`config.mk`:
```
export PLATFORM = sky130hd
export DESIGN_NAME = axilite_timer_flat
export DESIGN_NICKNAME = d
export VERILOG_FILES = /design/src/rtl/axilite_timer_pkg.sv /design/src/rtl/axilite_timer_if.sv /design/src/rtl/axilite_timer_core.sv /design/src/rtl/axilite_timer.sv /design/src/flat_wrapper.sv
export SDC_FILE = /design/constraint.sdc
export NUM_CORES = 1
export LEC_CHECK = 0
export ABC_AREA = 0
export BUFFER_PORTS_ARGS = -buffer_cell sky130_fd_sc_hd__buf_2
export CELL_PAD_IN_SITES_DETAIL_PLACEMENT = 1
export CELL_PAD_IN_SITES_GLOBAL_PLACEMENT = 1
export CORE_ASPECT_RATIO = 0.7
export CORE_MARGIN = 3
export CORE_UTILIZATION = 41
export CTS_BUF_LIST = sky130_fd_sc_hd__clkbuf_8
export CTS_CLUSTER_SIZE = 12
export DETAILED_ROUTE_END_ITERATION = 8
export PLACE_DENSITY_LB_ADDON = 0.1
export REMOVE_ABC_BUFFERS = 1
export SYNTH_ARGS = -nofsm -noshare
export SYNTH_HDL_FRONTEND = slang
export SYNTH_SLANG_ARGS = --single-unit
```
`constraint.sdc`:
```
create_clock -name clock_i -period 2.2 [get_ports clock_i]
set_input_delay 0.44 -clock clock_i [delete_from_list [all_inputs] [get_ports clock_i]]
set_output_delay 0.44 -clock clock_i [all_outputs]
set_load 0.05 [all_outputs]
```
`src/rtl/axilite_timer_pkg.sv`:
```
// Shared definitions for the AXI-Lite programmable timer: register map,
// control bit positions, response codes and bus FSM states.
package axilite_timer_pkg;

   localparam int unsigned DATA_W = 32;
   localparam int unsigned STRB_W = DATA_W / 8;
   localparam int unsigned PSC_W  = 16;
   localparam int unsigned CTRL_W = 3;

   // Byte offsets; only addr[4:2] is decoded, so offsets are word aligned
   localparam logic [4:0] OFF_CTRL      = 5'h00;
   localparam logic [4:0] OFF_PRESCALER = 5'h04;
   localparam logic [4:0] OFF_COUNTER   = 5'h08;
   localparam logic [4:0] OFF_COMPARE   = 5'h0C;
   localparam logic [4:0] OFF_STATUS    = 5'h10;

   localparam int unsigned CTRL_EN         = 0;
   localparam int unsigned CTRL_AUTORELOAD = 1;
   localparam int unsigned CTRL_IRQ_EN     = 2;

   typedef enum logic [1:0] {
      RESP_OKAY   = 2'b00,
      RESP_SLVERR = 2'b10
   } axi_resp_e;

   typedef enum logic {W_IDLE, W_RESP} wr_state_e;
   typedef enum logic {R_IDLE, R_DATA} rd_state_e;

   // Byte-lane merge of a write into an existing register value
   function automatic logic [DATA_W-1:0] apply_wstrb(input logic [DATA_W-1:0] old_v,
                                                     input logic [DATA_W-1:0] new_v,
                                                     input logic [STRB_W-1:0] strb);
      logic [DATA_W-1:0] r;
      r = old_v;
      for (int unsigned b = 0; b < STRB_W; b++) begin
         if (strb[b]) r[8*b +: 8] = new_v[8*b +: 8];
      end
      return r;
   endfunction

endpackage

```
`src/rtl/axilite_timer_if.sv`:
```
// AXI-Lite slave bus bundle for the timer peripheral.
interface axilite_timer_if #(
   parameter int unsigned ADDR_WIDTH = 32,
   parameter int unsigned DATA_WIDTH = 32
);
   logic [ADDR_WIDTH-1:0]   awaddr;
   logic [2:0]              awprot;
   logic                    awvalid;
   logic                    awready;
   logic [DATA_WIDTH-1:0]   wdata;
   logic [DATA_WIDTH/8-1:0] wstrb;
   logic                    wvalid;
   logic                    wready;
   logic [1:0]              bresp;
   logic                    bvalid;
   logic                    bready;
   logic [ADDR_WIDTH-1:0]   araddr;
   logic [2:0]              arprot;
   logic                    arvalid;
   logic                    arready;
   logic [DATA_WIDTH-1:0]   rdata;
   logic [1:0]              rresp;
   logic                    rvalid;
   logic                    rready;

   modport slave (
      input  awaddr, awprot, awvalid, wdata, wstrb, wvalid, bready,
             araddr, arprot, arvalid, rready,
      output awready, wready, bresp, bvalid, arready, rdata, rresp, rvalid
   );

   modport master (
      output awaddr, awprot, awvalid, wdata, wstrb, wvalid, bready,
             araddr, arprot, arvalid, rready,
      input  awready, wready, bresp, bvalid, arready, rdata, rresp, rvalid
   );
endinterface

```
`src/rtl/axilite_timer_core.sv`:
```
// Timer datapath: prescaler, up-counter, compare match and pending flag.
module axilite_timer_core
   import axilite_timer_pkg::*;
(
   input  logic              clock_i,
   input  logic              reset_ni,
   input  logic              en,
   input  logic              autoreload,
   input  logic [PSC_W-1:0]  prescaler,
   input  logic [DATA_W-1:0] compare,
   input  logic              prescaler_we,
   input  logic              counter_we,
   input  logic [DATA_W-1:0] counter_wdata,
   input  logic              pending_clr,
   output logic [DATA_W-1:0] counter,
   output logic              pending,
   output logic              en_clr_c
);
   logic [PSC_W-1:0] psc_q;
   logic             tick_c;
   logic             match_c;

   assign tick_c   = en & (psc_q == prescaler);
   assign match_c  = tick_c & (counter == compare);
   assign en_clr_c = match_c & ~autoreload;

   // Software writes take priority over the hardware count; a match set beats a clear
   always_ff @(posedge clock_i or negedge reset_ni) begin
      if (!reset_ni) begin
         psc_q   <= '0;
         counter <= '0;
         pending <= 1'b0;
      end else begin
         if (prescaler_we)  psc_q <= '0;
         else if (en)       psc_q <= tick_c ? '0 : psc_q + PSC_W'(1);

         if (counter_we)    counter <= counter_wdata;
         else if (tick_c)   counter <= match_c ? (autoreload ? '0 : counter)
                                               : counter + DATA_W'(1);

         if (match_c)          pending <= 1'b1;
         else if (pending_clr) pending <= 1'b0;
      end
   end
endmodule

```
`src/rtl/axilite_timer.sv`:
```
// AXI-Lite programmable timer: bus write/read FSMs and register file around
// the timer core; int_o is a level interrupt toward the PLIC.
module axilite_timer
   import axilite_timer_pkg::*;
#(
   parameter int unsigned ADDR_WIDTH = 32,
   parameter int unsigned DATA_WIDTH = 32
) (
   input  logic              clock_i,
   input  logic              reset_ni,
   axilite_timer_if.slave    s_axilite,
   output logic              int_o
);
   if (DATA_WIDTH != 32) begin : g_bad_width
      $error("axilite_timer: DATA_WIDTH must be 32");
   end

   logic [CTRL_W-1:0] ctrl_q;
   logic [PSC_W-1:0]  presc_q;
   logic [DATA_W-1:0] compare_q;
   logic [DATA_W-1:0] counter;
   logic              pending;
   logic              en_clr_c;

   wr_state_e         wr_state_q;
   rd_state_e         rd_state_q;
   logic              aw_got_q, w_got_q;
   logic [4:0]        aw_off_q;
   logic [DATA_W-1:0] wdata_q;
   logic [STRB_W-1:0] wstrb_q;

   logic              aw_hs_c, w_hs_c, ar_hs_c, wr_fire_c;
   logic [4:0]        wr_off_c, rd_off_c;
   logic [DATA_W-1:0] wr_data_c;
   logic [STRB_W-1:0] wr_strb_c;
   logic [DATA_W-1:0] rd_data_c;
   axi_resp_e         rd_resp_c;

   logic unused_c;
   assign unused_c = ^{s_axilite.awprot, s_axilite.arprot,
                       s_axilite.awaddr[ADDR_WIDTH-1:5], s_axilite.awaddr[1:0],
                       s_axilite.araddr[ADDR_WIDTH-1:5], s_axilite.araddr[1:0]};

   assign aw_hs_c   = s_axilite.awvalid & s_axilite.awready;
   assign w_hs_c    = s_axilite.wvalid & s_axilite.wready;
   assign ar_hs_c   = s_axilite.arvalid & s_axilite.arready;
   assign wr_fire_c = (wr_state_q == W_IDLE) & (aw_got_q | aw_hs_c) & (w_got_q | w_hs_c);

   // Use the live bus value for whichever half arrives in the firing cycle
   assign wr_off_c  = aw_got_q ? aw_off_q : {s_axilite.awaddr[4:2], 2'b00};
   assign wr_data_c = w_got_q ? wdata_q : s_axilite.wdata;
   assign wr_strb_c = w_got_q ? wstrb_q : s_axilite.wstrb;
   assign rd_off_c  = {s_axilite.araddr[4:2], 2'b00};

   always_ff @(posedge clock_i or negedge reset_ni) begin
      if (!reset_ni) begin
         wr_state_q          <= W_IDLE;
         s_axilite.awready   <= 1'b0;
         s_axilite.wready    <= 1'b0;
         s_axilite.bvalid    <= 1'b0;
         s_axilite.bresp     <= RESP_OKAY;
         aw_got_q            <= 1'b0;
         w_got_q             <= 1'b0;
         aw_off_q            <= '0;
         wdata_q             <= '0;
         wstrb_q             <= '0;
      end else begin
         case (wr_state_q)
            W_IDLE: begin
               if (aw_hs_c) begin
                  aw_got_q <= 1'b1;
                  aw_off_q <= {s_axilite.awaddr[4:2], 2'b00};
               end
               if (w_hs_c) begin
                  w_got_q <= 1'b1;
                  wdata_q <= s_axilite.wdata;
                  wstrb_q <= s_axilite.wstrb;
               end
               if (wr_fire_c) begin
                  wr_state_q        <= W_RESP;
                  s_axilite.bvalid  <= 1'b1;
                  s_axilite.bresp   <= (wr_off_c <= OFF_STATUS) ? RESP_OKAY : RESP_SLVERR;
                  s_axilite.awready <= 1'b0;
                  s_axilite.wready  <= 1'b0;
                  aw_got_q          <= 1'b0;
                  w_got_q           <= 1'b0;
               end else begin
                  s_axilite.awready <= ~(aw_got_q | aw_hs_c);
                  s_axilite.wready  <= ~(w_got_q | w_hs_c);
               end
            end
            W_RESP: begin
               if (s_axilite.bready) begin
                  wr_state_q        <= W_IDLE;
                  s_axilite.bvalid  <= 1'b0;
                  s_axilite.awready <= 1'b1;
                  s_axilite.wready  <= 1'b1;
               end
            end
            default: wr_state_q <= W_IDLE;
         endcase
      end
   end

   // Register file; a CTRL write in the one-shot match cycle keeps the written EN
   always_ff @(posedge clock_i or negedge reset_ni) begin
      if (!reset_ni) begin
         ctrl_q    <= '0;
         presc_q   <= '0;
         compare_q <= '0;
      end else begin
         if (wr_fire_c && wr_off_c == OFF_CTRL)
            ctrl_q <= CTRL_W'(apply_wstrb(DATA_W'(ctrl_q), wr_data_c, wr_strb_c));
         else if (en_clr_c)
            ctrl_q[CTRL_EN] <= 1'b0;
         if (wr_fire_c && wr_off_c == OFF_PRESCALER)
            presc_q <= PSC_W'(apply_wstrb(DATA_W'(presc_q), wr_data_c, wr_strb_c));
         if (wr_fire_c && wr_off_c == OFF_COMPARE)
            compare_q <= apply_wstrb(compare_q, wr_data_c, wr_strb_c);
      end
   end

   axilite_timer_core u_core (
      .clock_i       (clock_i),
      .reset_ni      (reset_ni),
      .en            (ctrl_q[CTRL_EN]),
      .autoreload    (ctrl_q[CTRL_AUTORELOAD]),
      .prescaler     (presc_q),
      .compare       (compare_q),
      .prescaler_we  (wr_fire_c && wr_off_c == OFF_PRESCALER),
      .counter_we    (wr_fire_c && wr_off_c == OFF_COUNTER),
      .counter_wdata (apply_wstrb(counter, wr_data_c, wr_strb_c)),
      .pending_clr   (wr_fire_c && wr_off_c == OFF_STATUS && wr_data_c[0] && wr_strb_c[0]),
      .counter       (counter),
      .pending       (pending),
      .en_clr_c      (en_clr_c)
   );

   always_comb begin
      rd_data_c = '0;
      rd_resp_c = RESP_OKAY;
      case (rd_off_c)
         OFF_CTRL:      rd_data_c = DATA_W'(ctrl_q);
         OFF_PRESCALER: rd_data_c = DATA_W'(presc_q);
         OFF_COUNTER:   rd_data_c = counter;
         OFF_COMPARE:   rd_data_c = compare_q;
         OFF_STATUS:    rd_data_c = DATA_W'(pending);
         default:       rd_resp_c = RESP_SLVERR;
      endcase
   end

   always_ff @(posedge clock_i or negedge reset_ni) begin
      if (!reset_ni) begin
         rd_state_q        <= R_IDLE;
         s_axilite.arready <= 1'b0;
         s_axilite.rvalid  <= 1'b0;
         s_axilite.rdata   <= '0;
         s_axilite.rresp   <= RESP_OKAY;
      end else begin
         case (rd_state_q)
            R_IDLE: begin
               if (ar_hs_c) begin
                  rd_state_q        <= R_DATA;
                  s_axilite.arready <= 1'b0;
                  s_axilite.rvalid  <= 1'b1;
                  s_axilite.rdata   <= rd_data_c;
                  s_axilite.rresp   <= rd_resp_c;
               end else begin
                  s_axilite.arready <= 1'b1;
               end
            end
            R_DATA: begin
               if (s_axilite.rready) begin
                  rd_state_q        <= R_IDLE;
                  s_axilite.rvalid  <= 1'b0;
                  s_axilite.arready <= 1'b1;
               end
            end
            default: rd_state_q <= R_IDLE;
         endcase
      end
   end

   assign int_o = pending & ctrl_q[CTRL_IRQ_EN];
endmodule

```
`src/flat_wrapper.sv`:
```
// flat-port wrapper written by rule: the top's interface ports become plain ports
module axilite_timer_flat import axilite_timer_pkg::*;
#(
   parameter int unsigned ADDR_WIDTH = 32,
   parameter int unsigned DATA_WIDTH = 32
)
  (clock_i, reset_ni, int_o, s_axilite_awaddr, s_axilite_awprot, s_axilite_awvalid, s_axilite_wdata, s_axilite_wstrb, s_axilite_wvalid, s_axilite_bready, s_axilite_araddr, s_axilite_arprot, s_axilite_arvalid, s_axilite_rready, s_axilite_awready, s_axilite_wready, s_axilite_bresp, s_axilite_bvalid, s_axilite_arready, s_axilite_rdata, s_axilite_rresp, s_axilite_rvalid);
  axilite_timer_if #(.ADDR_WIDTH(ADDR_WIDTH), .DATA_WIDTH(DATA_WIDTH)) s_axilite_i ();
  input  logic clock_i;
  input  logic reset_ni;
  output logic int_o;
  input wire logic [$bits(s_axilite_i.awaddr)-1:0] s_axilite_awaddr;
  input wire logic [$bits(s_axilite_i.awprot)-1:0] s_axilite_awprot;
  input wire logic [$bits(s_axilite_i.awvalid)-1:0] s_axilite_awvalid;
  input wire logic [$bits(s_axilite_i.wdata)-1:0] s_axilite_wdata;
  input wire logic [$bits(s_axilite_i.wstrb)-1:0] s_axilite_wstrb;
  input wire logic [$bits(s_axilite_i.wvalid)-1:0] s_axilite_wvalid;
  input wire logic [$bits(s_axilite_i.bready)-1:0] s_axilite_bready;
  input wire logic [$bits(s_axilite_i.araddr)-1:0] s_axilite_araddr;
  input wire logic [$bits(s_axilite_i.arprot)-1:0] s_axilite_arprot;
  input wire logic [$bits(s_axilite_i.arvalid)-1:0] s_axilite_arvalid;
  input wire logic [$bits(s_axilite_i.rready)-1:0] s_axilite_rready;
  output wire logic [$bits(s_axilite_i.awready)-1:0] s_axilite_awready;
  output wire logic [$bits(s_axilite_i.wready)-1:0] s_axilite_wready;
  output wire logic [$bits(s_axilite_i.bresp)-1:0] s_axilite_bresp;
  output wire logic [$bits(s_axilite_i.bvalid)-1:0] s_axilite_bvalid;
  output wire logic [$bits(s_axilite_i.arready)-1:0] s_axilite_arready;
  output wire logic [$bits(s_axilite_i.rdata)-1:0] s_axilite_rdata;
  output wire logic [$bits(s_axilite_i.rresp)-1:0] s_axilite_rresp;
  output wire logic [$bits(s_axilite_i.rvalid)-1:0] s_axilite_rvalid;
  assign s_axilite_i.awaddr = s_axilite_awaddr;
  assign s_axilite_i.awprot = s_axilite_awprot;
  assign s_axilite_i.awvalid = s_axilite_awvalid;
  assign s_axilite_i.wdata = s_axilite_wdata;
  assign s_axilite_i.wstrb = s_axilite_wstrb;
  assign s_axilite_i.wvalid = s_axilite_wvalid;
  assign s_axilite_i.bready = s_axilite_bready;
  assign s_axilite_i.araddr = s_axilite_araddr;
  assign s_axilite_i.arprot = s_axilite_arprot;
  assign s_axilite_i.arvalid = s_axilite_arvalid;
  assign s_axilite_i.rready = s_axilite_rready;
  assign s_axilite_awready = s_axilite_i.awready;
  assign s_axilite_wready = s_axilite_i.wready;
  assign s_axilite_bresp = s_axilite_i.bresp;
  assign s_axilite_bvalid = s_axilite_i.bvalid;
  assign s_axilite_arready = s_axilite_i.arready;
  assign s_axilite_rdata = s_axilite_i.rdata;
  assign s_axilite_rresp = s_axilite_i.rresp;
  assign s_axilite_rvalid = s_axilite_i.rvalid;
  axilite_timer #(.ADDR_WIDTH(ADDR_WIDTH), .DATA_WIDTH(DATA_WIDTH)) u_core (.clock_i(clock_i), .reset_ni(reset_ni), .s_axilite(s_axilite_i), .int_o(int_o));
endmodule
```
=== After elaboration in Yosys (flattened, before gate mapping) ===
Index checks and enable logic that the tools add are counted.

* Register bits: 184

* Magnitude comparators: 1
* Bitwise gates (word level): 16
* Add/sub/neg operators: 2
* Reduce and logical (&&, ||, !) cells: 36
* Equality and inequality tests: 20
* Multiplexer cells: 46

{| class="wikitable"
|+ Operator list
! kind !! count
|-
| 32-bit two-way mux || 5
|-
| 32-bit one-hot mux with 5 select lines || 1
|-
| 16-bit two-way mux || 3
|-
| 32-bit by 1-bit adder with 32-bit output, second input constant || 1
|-
| 32-bit equality test || 1
|-
| 8-bit two-way mux || 4
|-
| 2-bit AND reduction || 16
|-
| 1-bit two-way mux || 22
|-
| 16-bit by 1-bit adder with 16-bit output, second input constant || 1
|-
| 16-bit equality test || 1
|-
| 2-bit by 1-bit != test with 1-bit output, second input constant || 7
|-
| 1-bit one-hot mux with 2 select lines || 7
|-
| 3-bit AND reduction || 4
|-
| 2-bit nonzero test || 6
|-
| 5-bit by 4-bit equality test with 1-bit output, second input constant || 2
|-
| 5-bit logical NOT || 2
|-
| 1-bit AND || 9
|-
| 1-bit logical AND || 7
|-
| 3-bit by 2-bit equality test with 1-bit output, second input constant || 2
|-
| 5-bit by 3-bit equality test with 1-bit output, second input constant || 1
|-
| 5-bit equality test, second input constant || 1
|-
| 5-bit <= comparator, second input constant || 1
|-
| 5-bit two-way mux || 1
|-
| 1-bit NOT || 5
|-
| other kinds (8) || 11
|}

=== Logic depth before layout (Yosys ltp) ===
* Depth after elaboration: 9
* Mapped depth: 10

=== Hierarchy ===
Synthesis repeated with hierarchy kept, for this count alone.

* Cell total of the unflattened synthesis: 997
* Area, all modules: 10327.4 µm²

{| class="wikitable"
|+ Modules (own cells, without submodules)
! module !! instances !! cells an instance !! area each (µm²) !! sequential area each (µm²)
|-
| axilite_timer || 1 || 544 || 6561.3 || 3328.2
|-
| axilite_timer_core || 1 || 453 || 3766.1 || 1226.2
|}

=== Worst setup path before layout ===
Ideal clock, no wire load.

* Kind: register -> register
* From: register u_core.s_axilite.awready
* To: register u_core.u_core.counter[0]
* Stages on the path, launching flop included: 9
* Arrival time: 2.282 ns
* Period minus slack after synthesis: 2.407 ns
* Setup slack: -0.207 ns
* Buffers on the path: 1
* Required time: 2.075 ns
* Cell sequence: dfrtp_1 nand4bb_4 a211oi_4 and2_1 nor4_2 a21oi_4 and2_1 buf_2 mux2_4

* Cells in the longest elaborated chain, start to end: 7

{| class="wikitable"
|+ RTL lines
! element !! RTL line !! source
|-
| start: declaration || axilite_timer_if.sv:29 || <nowiki>output awready, wready, bresp, bvalid, arready, rdata, rresp, rvalid</nowiki>
|-
| start signal: assignment || axilite_timer.sv:88 || <nowiki>s_axilite.awready <= ~(aw_got_q | aw_hs_c);</nowiki>
|-
| 1-bit AND * || axilite_timer.sv:44 || <nowiki>assign aw_hs_c = s_axilite.awvalid & s_axilite.awready;</nowiki>
|-
| 1-bit OR * || axilite_timer.sv:47 || <nowiki>assign wr_fire_c = (wr_state_q == W_IDLE) & (aw_got_q | aw_hs_c) & (w_got_q | w_hs_c);</nowiki>
|-
| 1-bit AND * (2 in series) || axilite_timer.sv:47 ||
|-
| 1-bit logical AND * || axilite_timer.sv:131 || <nowiki>.counter_we (wr_fire_c && wr_off_c == OFF_COUNTER),</nowiki>
|-
| 3-bit by 2-bit != test with 1-bit output (no line) (tied with other cells) || n/a ||
|-
| 3-bit AND reduction (no line) || n/a ||
|-
| end signal: assignment || axilite_timer_core.sv:37 || <nowiki>if (counter_we) counter <= counter_wdata;</nowiki>
|-
| end signal: assignment || axilite_timer_core.sv:38 || <nowiki>else if (tick_c) counter <= match_c ? (autoreload ? '0 : counter)</nowiki>
|-
| end: declaration || axilite_timer_core.sv:15 || <nowiki>output logic [DATA_W-1:0] counter,</nowiki>
|}

Every way passes the cells marked *; elsewhere a longest branch is shown, timed or not.
A chain may end at the register's enable or synchronous reset.

=== Worst setup path after layout ===
* From: register u_core.u_core.counter[19]
* To: register u_core.u_core.counter[11]

* Cells in the longest elaborated chain, start to end: 5

{| class="wikitable"
|+ RTL lines
! element !! RTL line !! source
|-
| 32-bit equality test * || axilite_timer_core.sv:24 || <nowiki>assign match_c = tick_c & (counter == compare);</nowiki>
|-
| 1-bit AND * || axilite_timer_core.sv:24 ||
|-
| 32-bit two-way mux (2 in series) || axilite_timer_core.sv:38 ||
|-
| 32-bit two-way mux || axilite_timer_core.sv:37 ||
|}

Every way passes the cells marked *; elsewhere a longest branch is shown, timed or not. The select of a mux whose other input is x is not followed.

==> impl_metrics.csv <==
group,metric,value,unit
worst_setup_path,critPathKind,"flip-flop to flip-flop",
placement,gp_congestion,0.8386,
global_route,grt_overflow,0,
sta,tightestPinTransition,0.5800,ns
clock_tree,cts_tree,"yes",
run_status,violations,"setup timing",
sta,setup_viol,34,
sta,period_needed,2.582,ns
placement,pre_cts_ws,-0.4340,ns
clock_tree,htree_levels,4,
yosys,synth_top_area_cell,"dfrtp_1",
detailed_routing,wl_per_cell,20.40,um
sta,layout_worst_path_cycle_share,1.174,
yosys,synthTopCellsByArea,"dfrtp_1 (47%), mux2_2 (6.5%), mux2i_1 (5.2%)",
detailed_routing,dr_total_vias,8353,
placement,placed_cells,1458,
placement,placed_cell_area,11490,um^2
global_route,grt_first_pass_wirelength,49260,um
yosys,async_reset_ff_frac,1.000,
worst_setup_path,cp_slowest_cell,"dfrtp_1",
global_route,grt_usage,0.2506,
yosys,synth_ff_type,"dfrtp_1",
clock_tree,clkTransAtPathRegs,0.09,ns
detailed_routing,drc,0,
power_and_ir_drop,p_leak,0.005771,uW
placement,placement.io_buffers,88,
yosys,yosysTopAreaCellShare,0.4749,
yosys,postSynthCellCount,946,
layout,fin_cells,1504,
yosys,ys_ff_latch,182,
power_and_ir_drop,peakVddDrop,0.5172,mV
layout,insertedDiodeCount,0,
flow_run,maxCapViolCount,0,
global_route,grt_pass1_vias,8682,
yosys,syn_area,9589,um^2
layout,nets,1295,
clock_tree,clock_latency,0.49,ns
detailed_routing,drtIter0Drc,480,
floorplan,rows,46,
sta,fmax,0.3873,GHz
clock_tree,cts_buffers,17,
global_route,antenna_found_initial,0,
worst_setup_path,crit_path_max_incr_delay,0.42,ns
layout,nFillCells,2622,
detailed_routing,antenna_left,0,
floorplan,initial_utilization,0.4207,
layout,fin_area,12220,um^2
worst_setup_path,worstPathRequired,2.56,ns
worst_setup_path,cp-end-kind,"flip-flop",
layout,multi_input_area,4841,um^2
floorplan,core,22790,um^2
layout,area_growth,27.40,%
worst_setup_path,start_kind,"flip-flop",
power_and_ir_drop,pwr_density_cell,1176,nW/um^2
placement,hpwl,22540,um
yosys,synthDistinctLibCells,61,
floorplan,die_w,188.8,um
floorplan,die_h,134.0,um
layout,drive_above_1_share,0.3364,
global_route,grt_max_degree,59,
yosys,ys_seq_area_frac,0.4749,
yosys,yosysWarnings,0,
detailed_routing,totalWireLength,30680,um
sta,drv_slew,0,
sta,hold_viol_final,0,
layout,final_util,0.5360,
clock_tree,root_buffer,"clkbuf_8",
detailed_routing,viasPerCell,5.554,
sta,rsz0062_at_grt,"true",
sta,relSlewSlack,0.6022,
sta,tns,-10.97,ns
layout,seq_area,4559,um^2
sta,skew,0.02343,ns
clock_tree,cts.sinks,182,
sta,fin_ws,-0.3821,ns
yosys,synth-edff-count,0,
detailed_routing,drtPass1Iterations,5,
floorplan,ioPinCount,155,
worst_setup_path,path_max_fanout,13,
clock_tree,clock_path_buffers,2,
floorplan,fp.dieArea,25290,um^2
run_status,outcome,"finished, violations left",
yosys,syn_area_per_cell,10.14,um^2
min_path,hp-class,"input pin to flip-flop",
worst_setup_path,crit_chain,"xor2_2 > nor4_4 > buf_4 > nand4_1 > nor4_2 > or2_4 > buf_12 > o211ai_1 > a22o_1",
worst_setup_path,cp.arrival,2.95,ns
[metrics by stage]
stage,hold WS [ns],total power [uW]
global placement,0.4283,11500
finish,0.1788,14370
floorplan,0.1444,8775
CTS,0.1382,14230
global route,0.1619,15310
detailed placement,0.4247,11720
[worst max-delay path, delay by kind of cell (launching register included)]
family | cells | cell delay [ns]
buffers and inverters | 2 | 0.33
XOR/XNOR | 1 | 0.21
flip-flops | 1 | 0.42
AND/OR/NAND/NOR | 4 | 1.13
AO/OA/AOI/OAI | 2 | 0.35
[worst paths after layout]
kind                            slack [ns]                      start                          to  cells after the start
worst min register to register        0.48    u_core.s_axilite.rvalid     u_core.s_axilite.rvalid                      2
worst min-delay path                  0.18           s_axilite_rready           u_core.rd_state_q                      2
min in group asynchronous             0.46                   reset_ni  u_core.s_axilite.rdata[22]                      2
worst max-delay path                 -0.38  u_core.u_core.counter[19]   u_core.u_core.counter[11]                      9
max in group asynchronous             1.02                   reset_ni   u_core.u_core.counter[30]                      3
worst max register to register       -0.38  u_core.u_core.counter[19]   u_core.u_core.counter[11]                      9
[power by group]
group | internal, uW | switching (uW)
clock | 945 | 1290
combinational | 3040 | 3760
sequential | 4490 | 839
total | 8480 | 5890
[logic make-up after synthesis]
group,share of synthesized area
AOI/OAI and AO/OA,0.1576
xor gates and xnor gates,0.05298
adders and majority gates,0.002609
buffers and inverters,0.03954
DFF,0.4749
muxes,0.1230
other,0.0003911
and+or+nand+nor,0.1489
[Yosys cell counts (2+ instances only)]
master    count
or3_1         4
a21oi_1      18
o22ai_1      10
ha_1          2
a22o_1       33
mux2i_1      50
o32ai_1      17
or4_1         3
or2_1         3
and4_1        3
nor3_1        6
nor2_1       51
o211ai_1     31
nor4_2        2
clkbuf_1     30
o21ai_0      86
a22oi_1      13
inv_1        11
nand2_1     128
nand3_1      21
dfrtp_1     182
o31ai_1       3
and3_1       15
nand2b_1      8
buf_6         9
and2_1        9
mux4_2        2
nor4_1       14
xnor2_1       6
nand4_1      11
buf_1         5
nor3b_1       2
nor2b_1       3
buf_4         2
buf_2        18
a31oi_1       4
mux2_2       55
o41ai_1       2
xor2_1       52
[flip-flops by register name (all words and copies together), names as in the netlist, 3 cells and up]
register,flops
u_core.aw_off_q,3
u_core.compare_q,32
u_core.ctrl_q,3
u_core.presc_q,16
u_core.s_axilite.rdata,32
u_core.u_core.counter,32
u_core.u_core.psc_q,16
u_core.wdata_q,32
u_core.wstrb_q,4
[per-layer routing]
metal	GRT usage	vias to the layer above	wire, um
met2	0.3810	206	13640
met3	0.04807	22	1530
met4	0.05374	0	318
met1	0.3735	4259	15200
li1	-	3866	-
met5	0	-	0
[area by class of cell]
type,instances,share of cell area
clock buffer,19,0.02141
clock inverter,12,0.008808
inverter,11,0.003380
multi-input combinational,690,0.3963
sequential,182,0.3732
tap,312,0.03195
timing repair buffer,278,0.1650
[placed cells by master (no fill, tap or decap), types with 5 or more instances in the layout]
| master | n |
|---|---|
| and3_1 | 15 |
| o211ai_1 | 31 |
| a22oi_1 | 13 |
| buf_12 | 8 |
| nand3_1 | 20 |
| xor2_1 | 46 |
| inv_1 | 12 |
| and2_1 | 6 |
| nor3_1 | 6 |
| xnor2_1 | 6 |
| nand2_1 | 127 |
| clkinvlp_4 | 5 |
| o22ai_1 | 10 |
| buf_6 | 8 |
| buf_2 | 87 |
| mux2_2 | 55 |
| a21oi_1 | 14 |
| buf_4 | 172 |
| o21ai_0 | 83 |
| dfrtp_1 | 178 |
| xor2_2 | 5 |
| a22o_1 | 33 |
| o32ai_1 | 17 |
| nand4_1 | 11 |
| nor4_1 | 9 |
| clkbuf_8 | 20 |
| nor2_1 | 51 |
| mux2i_1 | 50 |
| nand2b_1 | 8 |
[what timing repair did]
| item | CTS | global route |
|---|---|---|
| hold buffers | 1 | 0 |
| endpoints found under the setup margin | 37 | 43 |
| gates cloned | 1 | 0 |
| setup buffers | 9 | 6 |
| endpoints found under the hold margin | 45 | 0 |
| gates resized for setup | 16 | 32 |
| pin swaps | 17 | 15 |
Power figures use the tool's default switching activity.
